$ cat src/rtl/shifter_pkg.sv
// Shared definitions for the pipelined barrel shifter.
//   - Mode encodings for the 3-bit aluc field.
//   - calc_carry(): the last bit shifted/rotated out, taken from the original operand.
package shifter_pkg;

   localparam logic [2:0] SRA     = 3'b000;
   localparam logic [2:0] SLL     = 3'b001;
   localparam logic [2:0] SRL     = 3'b010;
   localparam logic [2:0] SLL_ALT = 3'b011;
   localparam logic [2:0] ROR     = 3'b100;
   localparam logic [2:0] ROL     = 3'b101;

   localparam int unsigned MaxWidth = 64;

   // Operand is zero-extended to MaxWidth; width selects the live portion.
   function automatic logic calc_carry(input logic [MaxWidth-1:0] a,
                                       input int unsigned          n,
                                       input logic [2:0]           aluc,
                                       input int unsigned          width);
      logic [5:0] idx;
      logic       carry;
      idx   = '0;
      carry = 1'b0;
      if (n != 0) begin
         case (aluc)
            SLL, SLL_ALT, ROL: begin
               idx   = 6'(width - n);
               carry = a[idx];
            end
            SRA, SRL, ROR: begin
               idx   = 6'(n - 1);
               carry = a[idx];
            end
            default: carry = 1'b0;
         endcase
      end
      return carry;
   endfunction

endpackage

$ cat src/rtl/barrel_shifter_pipe_if.sv
// Handshake bundle for barrel_shifter_pipe.
//   Upstream  : in_valid, in_ready, a, b, aluc
//   Downstream: out_valid, out_ready, c, carry, zero
//   master = environment side, slave = shifter side.
interface barrel_shifter_pipe_if #(
   parameter int unsigned WIDTH = 32
);
   localparam int unsigned LEVELS = $clog2(WIDTH);

   logic              in_valid;
   logic              in_ready;
   logic [WIDTH-1:0]  a;
   logic [LEVELS-1:0] b;
   logic [2:0]        aluc;
   logic              out_valid;
   logic              out_ready;
   logic [WIDTH-1:0]  c;
   logic              carry;
   logic              zero;

   modport master (
      output in_valid, a, b, aluc, out_ready,
      input  in_ready, out_valid, c, carry, zero
   );

   modport slave (
      input  in_valid, a, b, aluc, out_ready,
      output in_ready, out_valid, c, carry, zero
   );

endinterface

$ cat src/rtl/shift_stage.sv
// One pipeline rank of the barrel shifter: shifts/rotates by 2**K when amt_i[K] is set,
// then registers data with the shift amount, mode, carry and valid under en_i.
//   clk, rst_n : clock, async active-low reset
//   en_i       : global pipeline advance
//   *_i / *_o  : stage input / registered stage output (valid, data, amt, aluc, carry)
module shift_stage
   import shifter_pkg::*;
#(
   parameter  int unsigned WIDTH  = 32,
   parameter  int unsigned K      = 0,
   localparam int unsigned LEVELS = $clog2(WIDTH)
) (
   input  logic              clk,
   input  logic              rst_n,
   input  logic              en_i,
   input  logic              valid_i,
   input  logic [WIDTH-1:0]  data_i,
   input  logic [LEVELS-1:0] amt_i,
   input  logic [2:0]        aluc_i,
   input  logic              carry_i,
   output logic              valid_o,
   output logic [WIDTH-1:0]  data_o,
   output logic [LEVELS-1:0] amt_o,
   output logic [2:0]        aluc_o,
   output logic              carry_o
);

   localparam int unsigned Sh = 2 ** K;

   logic [WIDTH-1:0]  data_d, data_q;
   logic [LEVELS-1:0] amt_q;
   logic [2:0]        aluc_q;
   logic              carry_q;
   logic              valid_q;

   always_comb begin
      data_d = data_i;
      if (amt_i[K]) begin
         case (aluc_i)
            SRA:          data_d = $unsigned($signed(data_i) >>> Sh);
            SLL, SLL_ALT: data_d = data_i << Sh;
            SRL:          data_d = data_i >> Sh;
            ROR:          data_d = (data_i >> Sh) | (data_i << (WIDTH - Sh));
            ROL:          data_d = (data_i << Sh) | (data_i >> (WIDTH - Sh));
            default:      data_d = data_i;
         endcase
      end
   end

   always_ff @(posedge clk or negedge rst_n) begin
      if (!rst_n) begin
         valid_q <= 1'b0;
         data_q  <= '0;
         amt_q   <= '0;
         aluc_q  <= '0;
         carry_q <= 1'b0;
      end else if (en_i) begin
         valid_q <= valid_i;
         data_q  <= data_d;
         amt_q   <= amt_i;
         aluc_q  <= aluc_i;
         carry_q <= carry_i;
      end
   end

   assign valid_o = valid_q;
   assign data_o  = data_q;
   assign amt_o   = amt_q;
   assign aluc_o  = aluc_q;
   assign carry_o = carry_q;

endmodule

$ cat src/rtl/barrel_shifter_pipe.sv
// Pipelined barrel shifter with SRA/SLL/SRL/ROR/ROL, carry-out and zero flag.
// LEVELS = log2(WIDTH) ranks, one per shift-amount bit; latency LEVELS, one result/cycle.
//   clk, rst_n : clock, async active-low reset
//   bus        : valid/ready operand input and result output (slave side)
// Back-pressure is a single global enable; bubbles are not collapsed.
module barrel_shifter_pipe
   import shifter_pkg::*;
#(
   parameter int unsigned WIDTH = 32
) (
   input logic                  clk,
   input logic                  rst_n,
   barrel_shifter_pipe_if.slave bus
);

   localparam int unsigned LEVELS = $clog2(WIDTH);

   logic              en;
   logic              valid_s [LEVELS+1];
   logic [WIDTH-1:0]  data_s  [LEVELS+1];
   logic [LEVELS-1:0] amt_s   [LEVELS+1];
   logic [2:0]        aluc_s  [LEVELS+1];
   logic              carry_s [LEVELS+1];
   logic              unused_tail;

   // Whole pipe moves whenever the output slot is empty or being drained.
   assign en           = bus.out_ready || !bus.out_valid;
   assign bus.in_ready = en;

   // Carry comes from the unshifted operand, so it is resolved before the first rank.
   assign valid_s[0] = bus.in_valid;
   assign data_s[0]  = bus.a;
   assign amt_s[0]   = bus.b;
   assign aluc_s[0]  = bus.aluc;
   assign carry_s[0] = calc_carry(64'(bus.a), 32'(bus.b), bus.aluc, WIDTH);

   for (genvar k = 0; k < LEVELS; k++) begin : g_stage
      shift_stage #(
         .WIDTH (WIDTH),
         .K     (k)
      ) u_stage (
         .clk     (clk),
         .rst_n   (rst_n),
         .en_i    (en),
         .valid_i (valid_s[k]),
         .data_i  (data_s[k]),
         .amt_i   (amt_s[k]),
         .aluc_i  (aluc_s[k]),
         .carry_i (carry_s[k]),
         .valid_o (valid_s[k+1]),
         .data_o  (data_s[k+1]),
         .amt_o   (amt_s[k+1]),
         .aluc_o  (aluc_s[k+1]),
         .carry_o (carry_s[k+1])
      );
   end

   assign bus.out_valid = valid_s[LEVELS];
   assign bus.c         = data_s[LEVELS];
   assign bus.carry     = carry_s[LEVELS];
   assign bus.zero      = (data_s[LEVELS] == '0);

   // Amount and mode are no longer needed after the last rank.
   assign unused_tail = ^{amt_s[LEVELS], aluc_s[LEVELS]};

endmodule

$ cat src/flat_wrapper.sv
// flat-port wrapper written by rule: the top's interface ports become plain ports
module barrel_shifter_pipe_flat import shifter_pkg::*;
#(
   parameter int unsigned WIDTH = 32
)
  (clk, rst_n, bus_in_valid, bus_a, bus_b, bus_aluc, bus_out_ready, bus_in_ready, bus_out_valid, bus_c, bus_carry, bus_zero);
  barrel_shifter_pipe_if #(.WIDTH(WIDTH)) bus_i ();
  input logic clk;
  input logic rst_n;
  input wire logic [$bits(bus_i.in_valid)-1:0] bus_in_valid;
  input wire logic [$bits(bus_i.a)-1:0] bus_a;
  input wire logic [$bits(bus_i.b)-1:0] bus_b;
  input wire logic [$bits(bus_i.aluc)-1:0] bus_aluc;
  input wire logic [$bits(bus_i.out_ready)-1:0] bus_out_ready;
  output wire logic [$bits(bus_i.in_ready)-1:0] bus_in_ready;
  output wire logic [$bits(bus_i.out_valid)-1:0] bus_out_valid;
  output wire logic [$bits(bus_i.c)-1:0] bus_c;
  output wire logic [$bits(bus_i.carry)-1:0] bus_carry;
  output wire logic [$bits(bus_i.zero)-1:0] bus_zero;
  assign bus_i.in_valid = bus_in_valid;
  assign bus_i.a = bus_a;
  assign bus_i.b = bus_b;
  assign bus_i.aluc = bus_aluc;
  assign bus_i.out_ready = bus_out_ready;
  assign bus_in_ready = bus_i.in_ready;
  assign bus_out_valid = bus_i.out_valid;
  assign bus_c = bus_i.c;
  assign bus_carry = bus_i.carry;
  assign bus_zero = bus_i.zero;
  barrel_shifter_pipe #(.WIDTH(WIDTH)) u_core (.clk(clk), .rst_n(rst_n), .bus(bus_i));
endmodule
$ cat config.mk
export PLATFORM = sky130hd
export DESIGN_NAME = barrel_shifter_pipe_flat
export DESIGN_NICKNAME = d
export VERILOG_FILES = /design/src/rtl/shifter_pkg.sv /design/src/rtl/barrel_shifter_pipe_if.sv /design/src/rtl/shift_stage.sv /design/src/rtl/barrel_shifter_pipe.sv /design/src/flat_wrapper.sv
export SDC_FILE = /design/constraint.sdc
export NUM_CORES = 1
export LEC_CHECK = 0
export BUFFER_PORTS_ARGS = -buffer_cell sky130_fd_sc_hd__buf_2
export CAP_MARGIN = 10
export CORE_MARGIN = 2
export CORE_UTILIZATION = 35
export DETAILED_ROUTE_END_ITERATION = 12
export GPL_TIMING_DRIVEN = 0
export PLACE_DENSITY = 0.61
export SYNTH_ARGS = -nofsm -noshare
export SYNTH_HDL_FRONTEND = slang
export SYNTH_SLANG_ARGS = --single-unit
$ cat constraint.sdc
create_clock -name clk -period 2.3 [get_ports clk]
set_clock_uncertainty 0.1 [all_clocks]
set_input_delay 0.345 -clock clk [delete_from_list [all_inputs] [get_ports clk]]
set_output_delay 0.345 -clock clk [all_outputs]
set_load 0.1 [all_outputs]
==> results of run 1 <==
final cells by class:
class | instances | area share (%)
flip-flops and latches | 192 | 38.92
well taps | 390 | 3.952
clock inverters | 15 | 1.591
plain buffers | 134 | 5.928
inverters | 17 | 0.5878
repair buffers | 85 | 4.114
multi-input cells | 851 | 41.46
clock buffers | 17 | 3.445
per-layer routing:
| layer | GRT usage (%) | up-vias | part of all wire (%) |
|---|---|---|---|
| li1 | - | 4554 | - |
| met3 | 2.485 | 72 | 4.5 |
| met4 | 9.392 | 0 | 4.0 |
| met1 | 27.79 | 4716 | 44 |
| met5 | 0 | - | 0 |
| met2 | 35.95 | 345 | 48 |
state kept, by name, indices dropped and copies added, names as in the netlist:
signal,cells
u_core.g_stage.u_stage.valid_o,5
u_core.g_stage.u_stage.data_o,160
u_core.g_stage.u_stage.aluc_o,12
u_core.g_stage.u_stage.amt_o,10
u_core.g_stage.u_stage.carry_o,5
placed cells by master, fill, tap and decap left out, drive strengths merged, types with 2 or more instances in the layout:
cell / synthesis / layout
nand4: 2 / 2
nor2b: 2 / 2
a221oi: 18 / 18
clkinvlp: 0 / 3
a21o: 4 / 4
ha: 2 / 2
o2bb2ai: 4 / 4
o21ai: 207 / 207
xnor2: 3 / 3
nand2: 227 / 227
dfrtp: 192 / 192
a221o: 75 / 75
nor3: 3 / 3
o211ai: 6 / 6
a22o: 7 / 7
buf: 61 / 144
inv: 17 / 20
nor4: 8 / 8
o22ai: 8 / 8
o221ai: 6 / 6
clkinv: 0 / 9
o31ai: 17 / 17
mux2i: 17 / 17
a21oi: 61 / 61
mux4: 13 / 13
nor2: 87 / 87
o41ai: 2 / 2
nand3: 9 / 9
and2: 7 / 7
a31oi: 3 / 3
a2111oi: 2 / 2
a22oi: 34 / 34
nor3b: 2 / 2
clkbuf: 73 / 91
a311oi: 2 / 2
xor2: 2 / 2
repair_timing:
action	4_1_cts	5_1_grt
pin swaps	0	2
endpoints found under the hold margin	76	0
setup buffers	3	2
cloned	0	0
hold buffers	1	0
setup endpoints to repair	191	21
resized for setup	32	14
kinds of logic (layout without fill, tap and decap cells):
logic type / count (synthesis) / in the layout / share of synthesized area [%]
adder cells (fa/ha/maj): 2 / 2 / 0.2376
XOR/XNOR: 5 / 5 / 0.4160
flip-flops: 192 / 192 / 45.63
AND/OR/NAND/NOR: 352 / 352 / 13.41
AO/OA/AOI/OAI: 461 / 461 / 28.77
buffers and inverters: 151 / 268 / 6.820
multiplexers: 31 / 31 / 4.717
worst max-delay path, cell delays in order:
cell and delay, ns:
sky130_fd_sc_hd__buf_4 0.14, sky130_fd_sc_hd__buf_12 0.15, sky130_fd_sc_hd__inv_6 0.10, sky130_fd_sc_hd__ha_4 0.17, sky130_fd_sc_hd__xor2_4 0.19, sky130_fd_sc_hd__buf_6 0.16, sky130_fd_sc_hd__mux4_1 0.54, sky130_fd_sc_hd__mux2i_1 0.21
sky130_fd_sc_hd__a2111oi_1 0.13, sky130_fd_sc_hd__a221o_1 0.33
stage by stage:
stage / setup WS, ns / hold slack, ns / cells / setup TNS [ns]
finish: 0.03693 / 0.008978 / 1701 / 0
detailed placement: -0.8543 / 0.2606 / 1663 / -102.96
global route: 0.006696 / 0.04886 / 1701 / 0
CTS: -0.01709 / 0.0004683 / 1699 / -0.01709
floorplan: -0.07731 / -0.05059 / 1194 / -0.07731
global placement: -2.752 / 0.3451 / 1662 / -552.92
power groups by stage:
stage	sequential, W	clock (W)	combinational (W)
floorplan	0.00618	0	0.00727
global placement	0.00678	0	0.00939
detailed placement	0.00683	0	0.00949
CTS	0.00680	0.00307	0.00964
global route	0.00704	0.00319	0.0105
finish	0.00687	0.00300	0.00969
worst min-delay path by stage:
stage,from,to,depth (start not counted)
2_1_floorplan,rst_n,u_core.g_stage[0].u_stage.aluc_o[0],0
3_3_place_gp,u_core.g_stage[3].u_stage.valid_o,u_core.g_stage[3].u_stage.valid_o,2
3_5_place_dp,rst_n,u_core.g_stage[4].u_stage.data_o[2],1
4_1_cts,bus_in_valid,u_core.g_stage[0].u_stage.valid_o,3
5_1_grt,bus_in_valid,u_core.g_stage[0].u_stage.valid_o,3
6_report,bus_in_valid,u_core.g_stage[0].u_stage.valid_o,3
==> run_summary.xml, run 1 <==
<?xml version="1.0" encoding="UTF-8"?>
<metrics>
  <group name="yosys">
    <metric name="yosysWarningCount" unit="">0</metric>
    <metric name="synth_area_leaders" unit="">sky130_fd_sc_hd__dfrtp_1 (46%), sky130_fd_sc_hd__nand2_1 (8.1%), sky130_fd_sc_hd__o21ai_0 (7.8%)</metric>
    <metric name="syn-num-nets" unit="">1240</metric>
    <metric name="portion_of_synthesized_cell_area_occupied_by_the_leading_cell_type" unit="%">45.63</metric>
    <metric name="synth_async_sr_flop_share" unit="%">100.0</metric>
    <metric name="yosys.cell_count.top_type" unit="">sky130_fd_sc_hd__nand2_1</metric>
    <metric name="syn-instance-count" unit="">1194</metric>
    <metric name="synth_sequential_area_ratio" unit="%">45.63</metric>
    <metric name="synth_area" unit="µm²">10530</metric>
    <metric name="flops_latches_synth" unit="">192</metric>
    <metric name="post_synth_num_cell_types" unit="">54</metric>
    <metric name="synth_edf_count" unit="">0</metric>
    <metric name="synth.top_cells.by_count" unit="">sky130_fd_sc_hd__nand2_1 (227), sky130_fd_sc_hd__dfrtp_1 (192), sky130_fd_sc_hd__o21ai_0 (165), sky130_fd_sc_hd__nor2_1 (87), sky130_fd_sc_hd__a221o_1 (75)</metric>
    <metric name="syn_area_per_cell" unit="µm²">8.819</metric>
    <metric name="netlist.top_cell.by_area" unit="">sky130_fd_sc_hd__dfrtp_1</metric>
    <metric name="top_ff_cell_synth" unit="">sky130_fd_sc_hd__dfrtp_1</metric>
  </group>
  <group name="route">
    <metric name="drt_first_pass_iters" unit="">5</metric>
    <metric name="detailroute.via_count" unit="">9687</metric>
    <metric name="detail_route.wirelength" unit="µm">32950</metric>
    <metric name="drcViolationCount" unit="">0</metric>
    <metric name="detail-route-antenna-nets" unit="">0</metric>
    <metric name="first_iter_violations" unit="">701</metric>
    <metric name="drt-wirelength-per-cell" unit="µm">19.37</metric>
    <metric name="drt-vias-per-instance" unit="">5.695</metric>
  </group>
  <group name="placed_design">
    <metric name="port_buffer_count" unit="">78</metric>
    <metric name="dpl-instance-area" unit="µm²">11500</metric>
    <metric name="dp_hpwl" unit="µm">24750</metric>
    <metric name="place_congestion" unit="">0.8938</metric>
  </group>
  <group name="critical_path">
    <metric name="rr_startpoint" unit="">u_core.g_stage[2].u_stage.aluc_o[1]</metric>
    <metric name="endpoint_kind" unit="">register</metric>
    <metric name="cp_max_fo" unit="">10</metric>
    <metric name="reg2regPathDepth" unit="">5</metric>
    <metric name="cp_data_required_time" unit="ns">2.53</metric>
    <metric name="worstPathArrival" unit="ns">2.49</metric>
    <metric name="worst_setup_path_startpoint" unit="">bus_b[0]</metric>
    <metric name="path_class" unit="">in2reg</metric>
    <metric name="worstReg2RegEnd" unit="">u_core.g_stage[3].u_stage.data_o[16]</metric>
    <metric name="rrSetupSlack" unit="ns">0.04</metric>
    <metric name="critPathCapture" unit="">u_core.g_stage[0].u_stage.carry_o</metric>
    <metric name="worst_setup_path_start_kind" unit="">input port</metric>
  </group>
  <group name="final_layout">
    <metric name="num-fill-cells" unit="">3052</metric>
    <metric name="num-nets-final" unit="">1344</metric>
    <metric name="postLayoutCellArea" unit="µm²">12350</metric>
    <metric name="area_growth" unit="%">17.25</metric>
    <metric name="antenna_cells_inserted" unit="">0</metric>
    <metric name="final-seq-area" unit="µm²">4806</metric>
    <metric name="layout-drive-gt1-share" unit="%">14.80</metric>
    <metric name="multiInputGateArea" unit="µm²">5119</metric>
    <metric name="fin_util" unit="%">41.66</metric>
  </group>
  <group name="global_routing">
    <metric name="grt_pass1_wl" unit="µm">52500</metric>
    <metric name="grt_overflow_total" unit="">0</metric>
    <metric name="pin_count_of_the_biggest_net_entering_global_routing" unit="">117</metric>
    <metric name="grt_util_all_layers" unit="%">21.40</metric>
    <metric name="grt_antenna_before_repair" unit="">0</metric>
    <metric name="number_of_global_route_vias_before_repair" unit="">9299</metric>
  </group>
  <group name="clock_tree">
    <metric name="cts_tree" unit="">yes</metric>
    <metric name="max-clock-path-buffers" unit="">2</metric>
    <metric name="tritoncts.num_buffers" unit="">17</metric>
    <metric name="numClockSinks" unit="">192</metric>
    <metric name="htreeDepth" unit="">4</metric>
    <metric name="clk_latency" unit="ns">0.45</metric>
    <metric name="root_buffer" unit="">sky130_fd_sc_hd__clkbuf_16</metric>
    <metric name="path_clk_slew" unit="ns">0.08</metric>
  </group>
  <group name="power">
    <metric name="power_frac_clock" unit="%">15.3</metric>
    <metric name="total_leakage_power" unit="nW">5.125</metric>
    <metric name="p_switching" unit="W">0.01005</metric>
    <metric name="internal-power" unit="W">0.009517</metric>
    <metric name="p_total" unit="W">0.01957</metric>
    <metric name="irDropWorstVdd" unit="µV">802.7</metric>
    <metric name="netSwitchingFraction" unit="%">51.37</metric>
    <metric name="p_comb_share" unit="%">49.5</metric>
    <metric name="sequentialPowerShare" unit="%">35.1</metric>
    <metric name="power.density" unit="nW/µm²">1585</metric>
  </group>
  <group name="die">
    <metric name="die_outline_area" unit="µm²">31490</metric>
    <metric name="std_cell_rows" unit="">63</metric>
    <metric name="pin_count" unit="">80</metric>
    <metric name="initial_core_utilization" unit="%">35.53</metric>
    <metric name="die_y" unit="µm">177.5</metric>
    <metric name="core_area" unit="µm²">29640</metric>
    <metric name="die_w" unit="µm">177.5</metric>
  </group>
  <group name="timing">
    <metric name="post-route-period-util" unit="%">98.39</metric>
    <metric name="timing.fmax" unit="GHz">0.4419</metric>
    <metric name="tightest_slew" unit="ns">0.9505</metric>
    <metric name="report.final.slew_viol_count" unit="">0</metric>
    <metric name="finalHoldViolations" unit="">0</metric>
    <metric name="finalSetupViolations" unit="">0</metric>
    <metric name="timing.slew.headroom" unit="%">35.94</metric>
    <metric name="rsz0062_at_grt" unit="">no</metric>
    <metric name="final_period_minus_worst_setup_slack" unit="ns">2.263</metric>
  </group>
  <group name="flow_run">
    <metric name="drv.max_cap_violation_count" unit="">0</metric>
  </group>
  <group name="min_path">
    <metric name="worstHoldPathType" unit="">in2reg</metric>
  </group>
  <group name="run_status">
    <metric name="run_status" unit="">finished, final reports clean</metric>
  </group>
</metrics>
Note: power is estimated with default switching activity, not from simulation.
==> run 2, diff against run 1 <==
--- a/config.mk
+++ b/config.mk
@@ -12,6 +12,7 @@
 export DETAILED_ROUTE_END_ITERATION = 12
 export GPL_TIMING_DRIVEN = 0
 export PLACE_DENSITY = 0.61
+export REMOVE_ABC_BUFFERS = 1
 export SYNTH_ARGS = -nofsm -noshare
 export SYNTH_HDL_FRONTEND = slang
 export SYNTH_SLANG_ARGS = --single-unit
==> run 2 against run 1 <==
First-iteration DRC count is 25% higher. Maximum frequency is 1.9% higher. Via count is 8.4% lower. Power is 5.2% lower. Global-route usage is 4.1 points lower. Critical path type is now reg2out. Critical endpoint is now bus_in_ready. Largest power group unchanged.
==> run_summary.xml, run 2 (synthesis results as in run 1) <==
<?xml version="1.0" encoding="UTF-8"?>
<metrics>
  <group name="clock_tree">
    <metric name="clk_latency" unit="ns">0.44</metric>
    <metric name="numClockSinks" unit="">192</metric>
    <metric name="tritoncts.num_buffers" unit="">17</metric>
    <metric name="max-clock-path-buffers" unit="">2</metric>
    <metric name="cts_tree" unit="">yes</metric>
    <metric name="root_buffer" unit="">sky130_fd_sc_hd__clkbuf_16</metric>
    <metric name="path_clk_slew" unit="ns">0.08</metric>
    <metric name="htreeDepth" unit="">4</metric>
  </group>
  <group name="timing">
    <metric name="report.final.slew_viol_count" unit="">0</metric>
    <metric name="final_period_minus_worst_setup_slack" unit="ns">2.221</metric>
    <metric name="timing.slew.headroom" unit="%">39.65</metric>
    <metric name="timing.fmax" unit="GHz">0.4502</metric>
    <metric name="fin_tns_setup" unit="ns">0</metric>
    <metric name="tightest_slew" unit="ns">0.9021</metric>
    <metric name="finalHoldViolations" unit="">0</metric>
    <metric name="rsz0062_at_grt" unit="">no</metric>
    <metric name="finalSetupViolations" unit="">0</metric>
    <metric name="post-route-period-util" unit="%">96.57</metric>
    <metric name="fin_worst_hold_slack" unit="ns">0.01845</metric>
  </group>
  <group name="route">
    <metric name="detail-route-antenna-nets" unit="">0</metric>
    <metric name="drt-wirelength-per-cell" unit="µm">17.06</metric>
    <metric name="drt_first_pass_iters" unit="">5</metric>
    <metric name="detailroute.via_count" unit="">8873</metric>
    <metric name="drt-vias-per-instance" unit="">5.591</metric>
    <metric name="first_iter_violations" unit="">879</metric>
    <metric name="detail_route.wirelength" unit="µm">27070</metric>
    <metric name="drcViolationCount" unit="">0</metric>
  </group>
  <group name="power">
    <metric name="total_leakage_power" unit="nW">4.974</metric>
    <metric name="power.density" unit="nW/µm²">1545</metric>
    <metric name="irDropWorstVdd" unit="µV">591.2</metric>
    <metric name="p_total" unit="W">0.01855</metric>
  </group>
  <group name="critical_path">
    <metric name="cp_max_fo" unit="">26</metric>
    <metric name="crit_path_cell_trace" unit="">nor2b_4 -&gt; buf_12 -&gt; buf_16 -&gt; buf_16 -&gt; inv_12 -&gt; buf_12</metric>
    <metric name="worst-path-buf-inv" unit="">5</metric>
    <metric name="worst_setup_path_start_kind" unit="">register</metric>
    <metric name="max_stage_delay" unit="ns">0.38</metric>
    <metric name="endpoint_kind" unit="">output port</metric>
    <metric name="worstPathArrival" unit="ns">1.78</metric>
    <metric name="worstReg2RegEnd" unit="">u_core.g_stage[0].u_stage.carry_o</metric>
    <metric name="reg2regPathDepth" unit="">10</metric>
    <metric name="slowest_stage" unit="">sky130_fd_sc_hd__dfrtp_1</metric>
    <metric name="path_class" unit="">reg2out</metric>
    <metric name="rrSetupSlack" unit="ns">0.10</metric>
    <metric name="cpLargestDelayFamily" unit="">buffers and inverters</metric>
    <metric name="rr_startpoint" unit="">u_core.g_stage[4].u_stage.valid_o</metric>
    <metric name="cp_data_required_time" unit="ns">1.86</metric>
  </group>
  <group name="placed_design">
    <metric name="place_congestion" unit="">0.9130</metric>
    <metric name="dp_hpwl" unit="µm">18320</metric>
    <metric name="port_buffer_count" unit="">79</metric>
  </group>
  <group name="global_routing">
    <metric name="grt_antenna_before_repair" unit="">0</metric>
    <metric name="grt_util_all_layers" unit="%">17.26</metric>
    <metric name="number_of_global_route_vias_before_repair" unit="">8243</metric>
    <metric name="pin_count_of_the_biggest_net_entering_global_routing" unit="">107</metric>
    <metric name="grt_overflow_total" unit="">0</metric>
    <metric name="grt_pass1_wl" unit="µm">44070</metric>
  </group>
  <group name="final_layout">
    <metric name="mostFrequentLayoutCell" unit="">sky130_fd_sc_hd__nand2_1</metric>
    <metric name="area_growth" unit="%">13.99</metric>
    <metric name="num-nets-final" unit="">1230</metric>
    <metric name="multiInputGateArea" unit="µm²">5145</metric>
    <metric name="layout-drive-gt1-share" unit="%">13.95</metric>
    <metric name="final-seq-area" unit="µm²">4807</metric>
    <metric name="largest_register_ffs" unit="">160</metric>
    <metric name="antenna_cells_inserted" unit="">0</metric>
    <metric name="layout.cells.most_common_list" unit="">sky130_fd_sc_hd__nand2_1 (225), sky130_fd_sc_hd__dfrtp_1 (190), sky130_fd_sc_hd__o21ai_0 (165)</metric>
    <metric name="num-fill-cells" unit="">2975</metric>
  </group>
  <group name="die">
    <metric name="die_y" unit="µm">177.5</metric>
    <metric name="die_w" unit="µm">177.5</metric>
    <metric name="pin_count" unit="">80</metric>
    <metric name="die_outline_area" unit="µm²">31490</metric>
    <metric name="core_area" unit="µm²">29640</metric>
    <metric name="std_cell_rows" unit="">63</metric>
    <metric name="initial_core_utilization" unit="%">35.53</metric>
  </group>
  <group name="min_path">
    <metric name="holdCritStartpoint" unit="">bus_in_valid</metric>
    <metric name="min_delay_worst_endpoint" unit="">u_core.g_stage[0].u_stage.valid_o</metric>
    <metric name="worstHoldPathType" unit="">in2reg</metric>
    <metric name="worstHoldPathCells" unit="">3</metric>
  </group>
  <group name="run_status">
    <metric name="run_status" unit="">finished, final reports clean</metric>
  </group>
  <group name="flow_run">
    <metric name="drv.max_cap_violation_count" unit="">0</metric>
  </group>
</metrics>
run 2: how the worst max path moves through the flow:
stage | start | endpoint | slack [ns] | depth (start not counted)
final | u_core.g_stage[4].u_stage.valid_o | bus_in_ready | 0.08 | 6
after global routing | u_core.g_stage[4].u_stage.data_o[25] | bus_zero | 0.0006 | 4
after CTS | u_core.g_stage[0].u_stage.aluc_o[1] | u_core.g_stage[1].u_stage.data_o[30] | 0.004 | 5
after detailed placement | bus_b[0] | u_core.g_stage[0].u_stage.carry_o | -1.17 | 8
after global placement | u_core.g_stage[4].u_stage.valid_o | u_core.g_stage[0].u_stage.carry_o | -22.72 | 6
after floorplan | u_core.g_stage[4].u_stage.valid_o | u_core.g_stage[0].u_stage.carry_o | -16.30 | 6
run 2: final cells by class:
class / instances / area share, %
Clock inverter: 15 / 1.345
Inverter: 17 / 0.6567
Sequential cell: 192 / 40.05
Timing Repair Buffer: 104 / 7.474
Tap cell: 390 / 4.065
Multi-Input combinational cell: 852 / 42.86
Clock buffer: 17 / 3.544
run 2: tightest hold or removal path: stages:
cell and delay, ns:
sky130_fd_sc_hd__buf_2 0.08, sky130_fd_sc_hd__nand2_1 0.04, sky130_fd_sc_hd__nand2_1 0.05
run 2: metal layers:
| metal | up-vias | track usage, % | part of all wire, % |
|---|---|---|---|
| met5 | - | 0 | 0 |
| met4 | 0 | 5.123 | 1.6 |
| met3 | 35 | 2.656 | 4.2 |
| met2 | 267 | 27.21 | 46 |
| met1 | 4230 | 24.47 | 48 |
| li1 | 4341 | - | - |
run 2: where the power goes:
group	switching (W)	internal (W)	total [W]
clock network	0.00147	0.00146	0.00293
registers	0.00189	0.00497	0.00686
logic	0.00589	0.00287	0.00876
total	0.00924	0.00930	0.0185
run 2: through the flow:
step	worst slack (ns)	area, µm²	std cells	util (%)
floorplan	-16.30	9878	1060	-
global placement	-22.72	10760	1529	36.31
global route	0.0006297	12000	1587	40.50
finish	0.07892	12000	1587	40.50
CTS	0.003729	11860	1578	40.00
detailed placement	-1.171	11030	1541	37.21
run 2: what timing repair did:
| item | CTS | global route |
|---|---|---|
| endpoints found under the hold margin | 105 | 0 |
| hold buffers | 1 | 0 |
| setup endpoints to repair | 68 | 70 |
| setup buffers | 1 | 5 |
| cloned | 3 | 4 |
| gates resized for setup | 25 | 7 |
==> run 3, diff against run 2 <==
--- a/config.mk
+++ b/config.mk
@@ -13,6 +13,8 @@
 export GPL_TIMING_DRIVEN = 0
 export PLACE_DENSITY = 0.61
 export REMOVE_ABC_BUFFERS = 1
+export SLEW_MARGIN = 10
 export SYNTH_ARGS = -nofsm -noshare
 export SYNTH_HDL_FRONTEND = slang
 export SYNTH_SLANG_ARGS = --single-unit
+export TNS_END_PERCENT = 10
==> constraint.sdc (replaced) <==
create_clock -name clk -period 2.1 [get_ports clk]
set_clock_uncertainty 0.1 [all_clocks]
set_input_delay 0.315 -clock clk [delete_from_list [all_inputs] [get_ports clk]]
set_output_delay 0.315 -clock clk [all_outputs]
set_load 0.1 [all_outputs]
==> run 3 against run 2 <==
The run now ends with setup timing left. Final area rose by 1.6%. Register-to-register slack got worse by 0.05 ns. Worst setup slack got worse by 0.12 ns. Non-clock buffer count rose by 4. Power increased by 11%. Largest cell class unchanged. Cell count increased by 0.25%. Highest routed layer unchanged. First-iteration DRC count decreased by 7.3%. Flip-flop and latch count unchanged. Utilization up 0.63 points.
==> run_summary.xml, run 3 (synthesis results as in run 1) <==
<?xml version="1.0" encoding="UTF-8"?>
<metrics>
  <group name="critical_path">
    <metric name="cp_max_fo" unit="">3</metric>
    <metric name="endpoint_kind" unit="">output port</metric>
    <metric name="cp_data_required_time" unit="ns">1.68</metric>
    <metric name="worst_setup_path_start_kind" unit="">register</metric>
    <metric name="path_class" unit="">reg2out</metric>
    <metric name="worstPathArrival" unit="ns">1.72</metric>
    <metric name="crit_path_cell_trace" unit="">nor4_4 -&gt; nand4_1 -&gt; nor2_1 -&gt; buf_6</metric>
    <metric name="slowest_stage" unit="">sky130_fd_sc_hd__dfrtp_1</metric>
    <metric name="max_stage_delay" unit="ns">0.43</metric>
    <metric name="worst-path-buf-inv" unit="">1</metric>
    <metric name="cpLargestDelayFamily" unit="">simple AND/OR/NAND/NOR gates</metric>
  </group>
  <group name="global_routing">
    <metric name="pin_count_of_the_biggest_net_entering_global_routing" unit="">107</metric>
    <metric name="grt_overflow_total" unit="">0</metric>
    <metric name="grt_antenna_before_repair" unit="">0</metric>
    <metric name="grt_pass1_wl" unit="µm">44950</metric>
    <metric name="grt_util_all_layers" unit="%">17.74</metric>
    <metric name="number_of_global_route_vias_before_repair" unit="">8402</metric>
  </group>
  <group name="clock_tree">
    <metric name="path_clk_slew" unit="ns">0.08</metric>
    <metric name="root_buffer" unit="">sky130_fd_sc_hd__clkbuf_16</metric>
    <metric name="cts_tree" unit="">yes</metric>
    <metric name="clk_latency" unit="ns">0.44</metric>
    <metric name="max-clock-path-buffers" unit="">2</metric>
    <metric name="numClockSinks" unit="">192</metric>
    <metric name="htreeDepth" unit="">4</metric>
    <metric name="tritoncts.num_buffers" unit="">17</metric>
  </group>
  <group name="timing">
    <metric name="post-route-period-util" unit="%">101.8</metric>
    <metric name="finalSetupViolations" unit="">1</metric>
    <metric name="tightest_slew" unit="ns">0.9010</metric>
    <metric name="final_period_minus_worst_setup_slack" unit="ns">2.137</metric>
    <metric name="final.setup.worst_slack" unit="ns">-0.03715</metric>
    <metric name="timing.fmax" unit="GHz">0.4679</metric>
    <metric name="rsz0062_at_grt" unit="">yes</metric>
    <metric name="report.final.slew_viol_count" unit="">0</metric>
    <metric name="timing.slew.headroom" unit="%">39.73</metric>
    <metric name="finalHoldViolations" unit="">0</metric>
  </group>
  <group name="route">
    <metric name="drt-vias-per-instance" unit="">5.601</metric>
    <metric name="first_iter_violations" unit="">815</metric>
    <metric name="drt-wirelength-per-cell" unit="µm">17.21</metric>
    <metric name="drt_first_pass_iters" unit="">6</metric>
    <metric name="detail_route.wirelength" unit="µm">27380</metric>
    <metric name="detail-route-antenna-nets" unit="">0</metric>
    <metric name="drcViolationCount" unit="">0</metric>
    <metric name="detailroute.via_count" unit="">8911</metric>
  </group>
  <group name="final_layout">
    <metric name="mostFrequentLayoutCell" unit="">sky130_fd_sc_hd__nand2_1</metric>
    <metric name="num-fill-cells" unit="">2984</metric>
    <metric name="postLayoutCellArea" unit="µm²">12190</metric>
    <metric name="layout-drive-gt1-share" unit="%">15.15</metric>
    <metric name="num-nets-final" unit="">1234</metric>
    <metric name="layout.cells.most_common_list" unit="">sky130_fd_sc_hd__nand2_1 (222), sky130_fd_sc_hd__dfrtp_1 (189), sky130_fd_sc_hd__o21ai_0 (165)</metric>
    <metric name="area_growth" unit="%">15.76</metric>
    <metric name="antenna_cells_inserted" unit="">0</metric>
    <metric name="largest_register_ffs" unit="">160</metric>
    <metric name="fin_util" unit="%">41.13</metric>
  </group>
  <group name="min_path">
    <metric name="worstHoldPathType" unit="">in2reg</metric>
  </group>
  <group name="placed_design">
    <metric name="place_congestion" unit="">0.9130</metric>
    <metric name="port_buffer_count" unit="">79</metric>
    <metric name="dpl-instance-area" unit="µm²">11100</metric>
    <metric name="place_ws" unit="ns">-1.362</metric>
    <metric name="dp_hpwl" unit="µm">18420</metric>
  </group>
  <group name="die">
    <metric name="die_outline_area" unit="µm²">31490</metric>
    <metric name="pin_count" unit="">80</metric>
    <metric name="die_w" unit="µm">177.5</metric>
    <metric name="die_y" unit="µm">177.5</metric>
    <metric name="initial_core_utilization" unit="%">35.53</metric>
    <metric name="std_cell_rows" unit="">63</metric>
    <metric name="core_area" unit="µm²">29640</metric>
  </group>
  <group name="power">
    <metric name="total_leakage_power" unit="nW">5.049</metric>
    <metric name="power.density" unit="nW/µm²">1688</metric>
    <metric name="irDropWorstVdd" unit="µV">934.3</metric>
  </group>
  <group name="run_status">
    <metric name="violations" unit="">setup timing</metric>
    <metric name="run_status" unit="">finished with violations</metric>
  </group>
  <group name="flow_run">
    <metric name="drv.max_cap_violation_count" unit="">0</metric>
  </group>
</metrics>
==> run 3: cell types whose count changed in the layout (fill, tap and decap cells not counted), moves of 3 or more <==
cell,change
sky130_fd_sc_hd__buf_6,+6
sky130_fd_sc_hd__nor4_1,-4
sky130_fd_sc_hd__buf_16,+3
sky130_fd_sc_hd__buf_4,-3
sky130_fd_sc_hd__bufbuf_16,+3
sky130_fd_sc_hd__clkbuf_16,-3
sky130_fd_sc_hd__nand2_1,-3
sky130_fd_sc_hd__nor4_2,+3
==> run 3: stage by stage <==
stage | power (W) | cells | setup TNS, ns | hold slack (ns)
3_5_place_dp | 0.01674 | 1544 | -25.31 | 0.3287
2_1_floorplan | 0.01194 | 1060 | -2190.51 | -0.08059
3_3_place_gp | 0.01239 | 1529 | -3521.78 | 0.3438
6_report | 0.02058 | 1591 | -0.03715 | 0.09086
5_1_grt | 0.02206 | 1591 | -0.1114 | 0.1033
4_1_cts | 0.02060 | 1591 | -0.02851 | 0.07388
==> run 3: tightest hold or removal path: cells and delay by family <==
family,cells,cell delay [ns]
buffers and inverters,1,0.14
AND/OR/NAND/NOR,2,0.14
==> run 3: routing by layer <==
metal | part of all wire [%] | vias up | global-route usage (%)
li1 | - | 4351 | -
met1 | 47 | 4264 | 24.88
met2 | 46 | 259 | 28.02
met3 | 4.5 | 37 | 2.763
met4 | 2.1 | 0 | 5.738
met5 | 0 | - | 0
==> run 3: path summary, 6_finish.rpt <==
check | from | end | slack [ns] | depth (start not counted)
max | u_core.g_stage[4].u_stage.data_o[2] | bus_zero | -0.04 | 4
min | bus_aluc[1] | u_core.g_stage[0].u_stage.aluc_o[1] | 0.09 | 3
max reg2reg | u_core.g_stage[4].u_stage.valid_o | u_core.g_stage[0].u_stage.carry_o | 0.05 | 10
min reg2reg | u_core.g_stage[3].u_stage.valid_o | u_core.g_stage[4].u_stage.valid_o | 0.36 | 1
max in group asynchronous | rst_n | u_core.g_stage[1].u_stage.aluc_o[0] | 0.55 | 3
min in group asynchronous | rst_n | u_core.g_stage[4].u_stage.data_o[31] | 0.41 | 2
==> run 3: timing repair <==
action | 4_1_cts | 5_1_grt
hold endpoints to repair | 106 | 0
hold buffers | 2 | 0
gates cloned | 7 | 0
pin swaps | 2 | 2
setup buffers | 6 | 0
gates resized for setup | 39 | 12
setup endpoints to repair | 111 | 55
==> run 3: area by class of cell <==
| type | instances | area (µm²) | share of cell area [%] |
|---|---|---|---|
| Multi-Input combinational cell | 851 | 5194 | 42.61 |
| Sequential cell | 192 | 4808 | 39.45 |
| Timing Repair Buffer | 108 | 1007 | 8.263 |
| Tap cell | 390 | 488.0 | 4.003 |
| Clock buffer | 18 | 439.2 | 3.603 |
| Clock inverter | 14 | 158.9 | 1.304 |
| Inverter | 17 | 85.08 | 0.6980 |
| Timing Repair inverter | 1 | 8.758 | 0.07185 |
==> run 3: power by group <==
group	leakage [nW]	switching, W	internal (W)	total (W)
registers	2.33	0.00210	0.00544	0.00755
logic	2.43	0.00650	0.00331	0.00981
clock network	0.292	0.00159	0.00164	0.00323
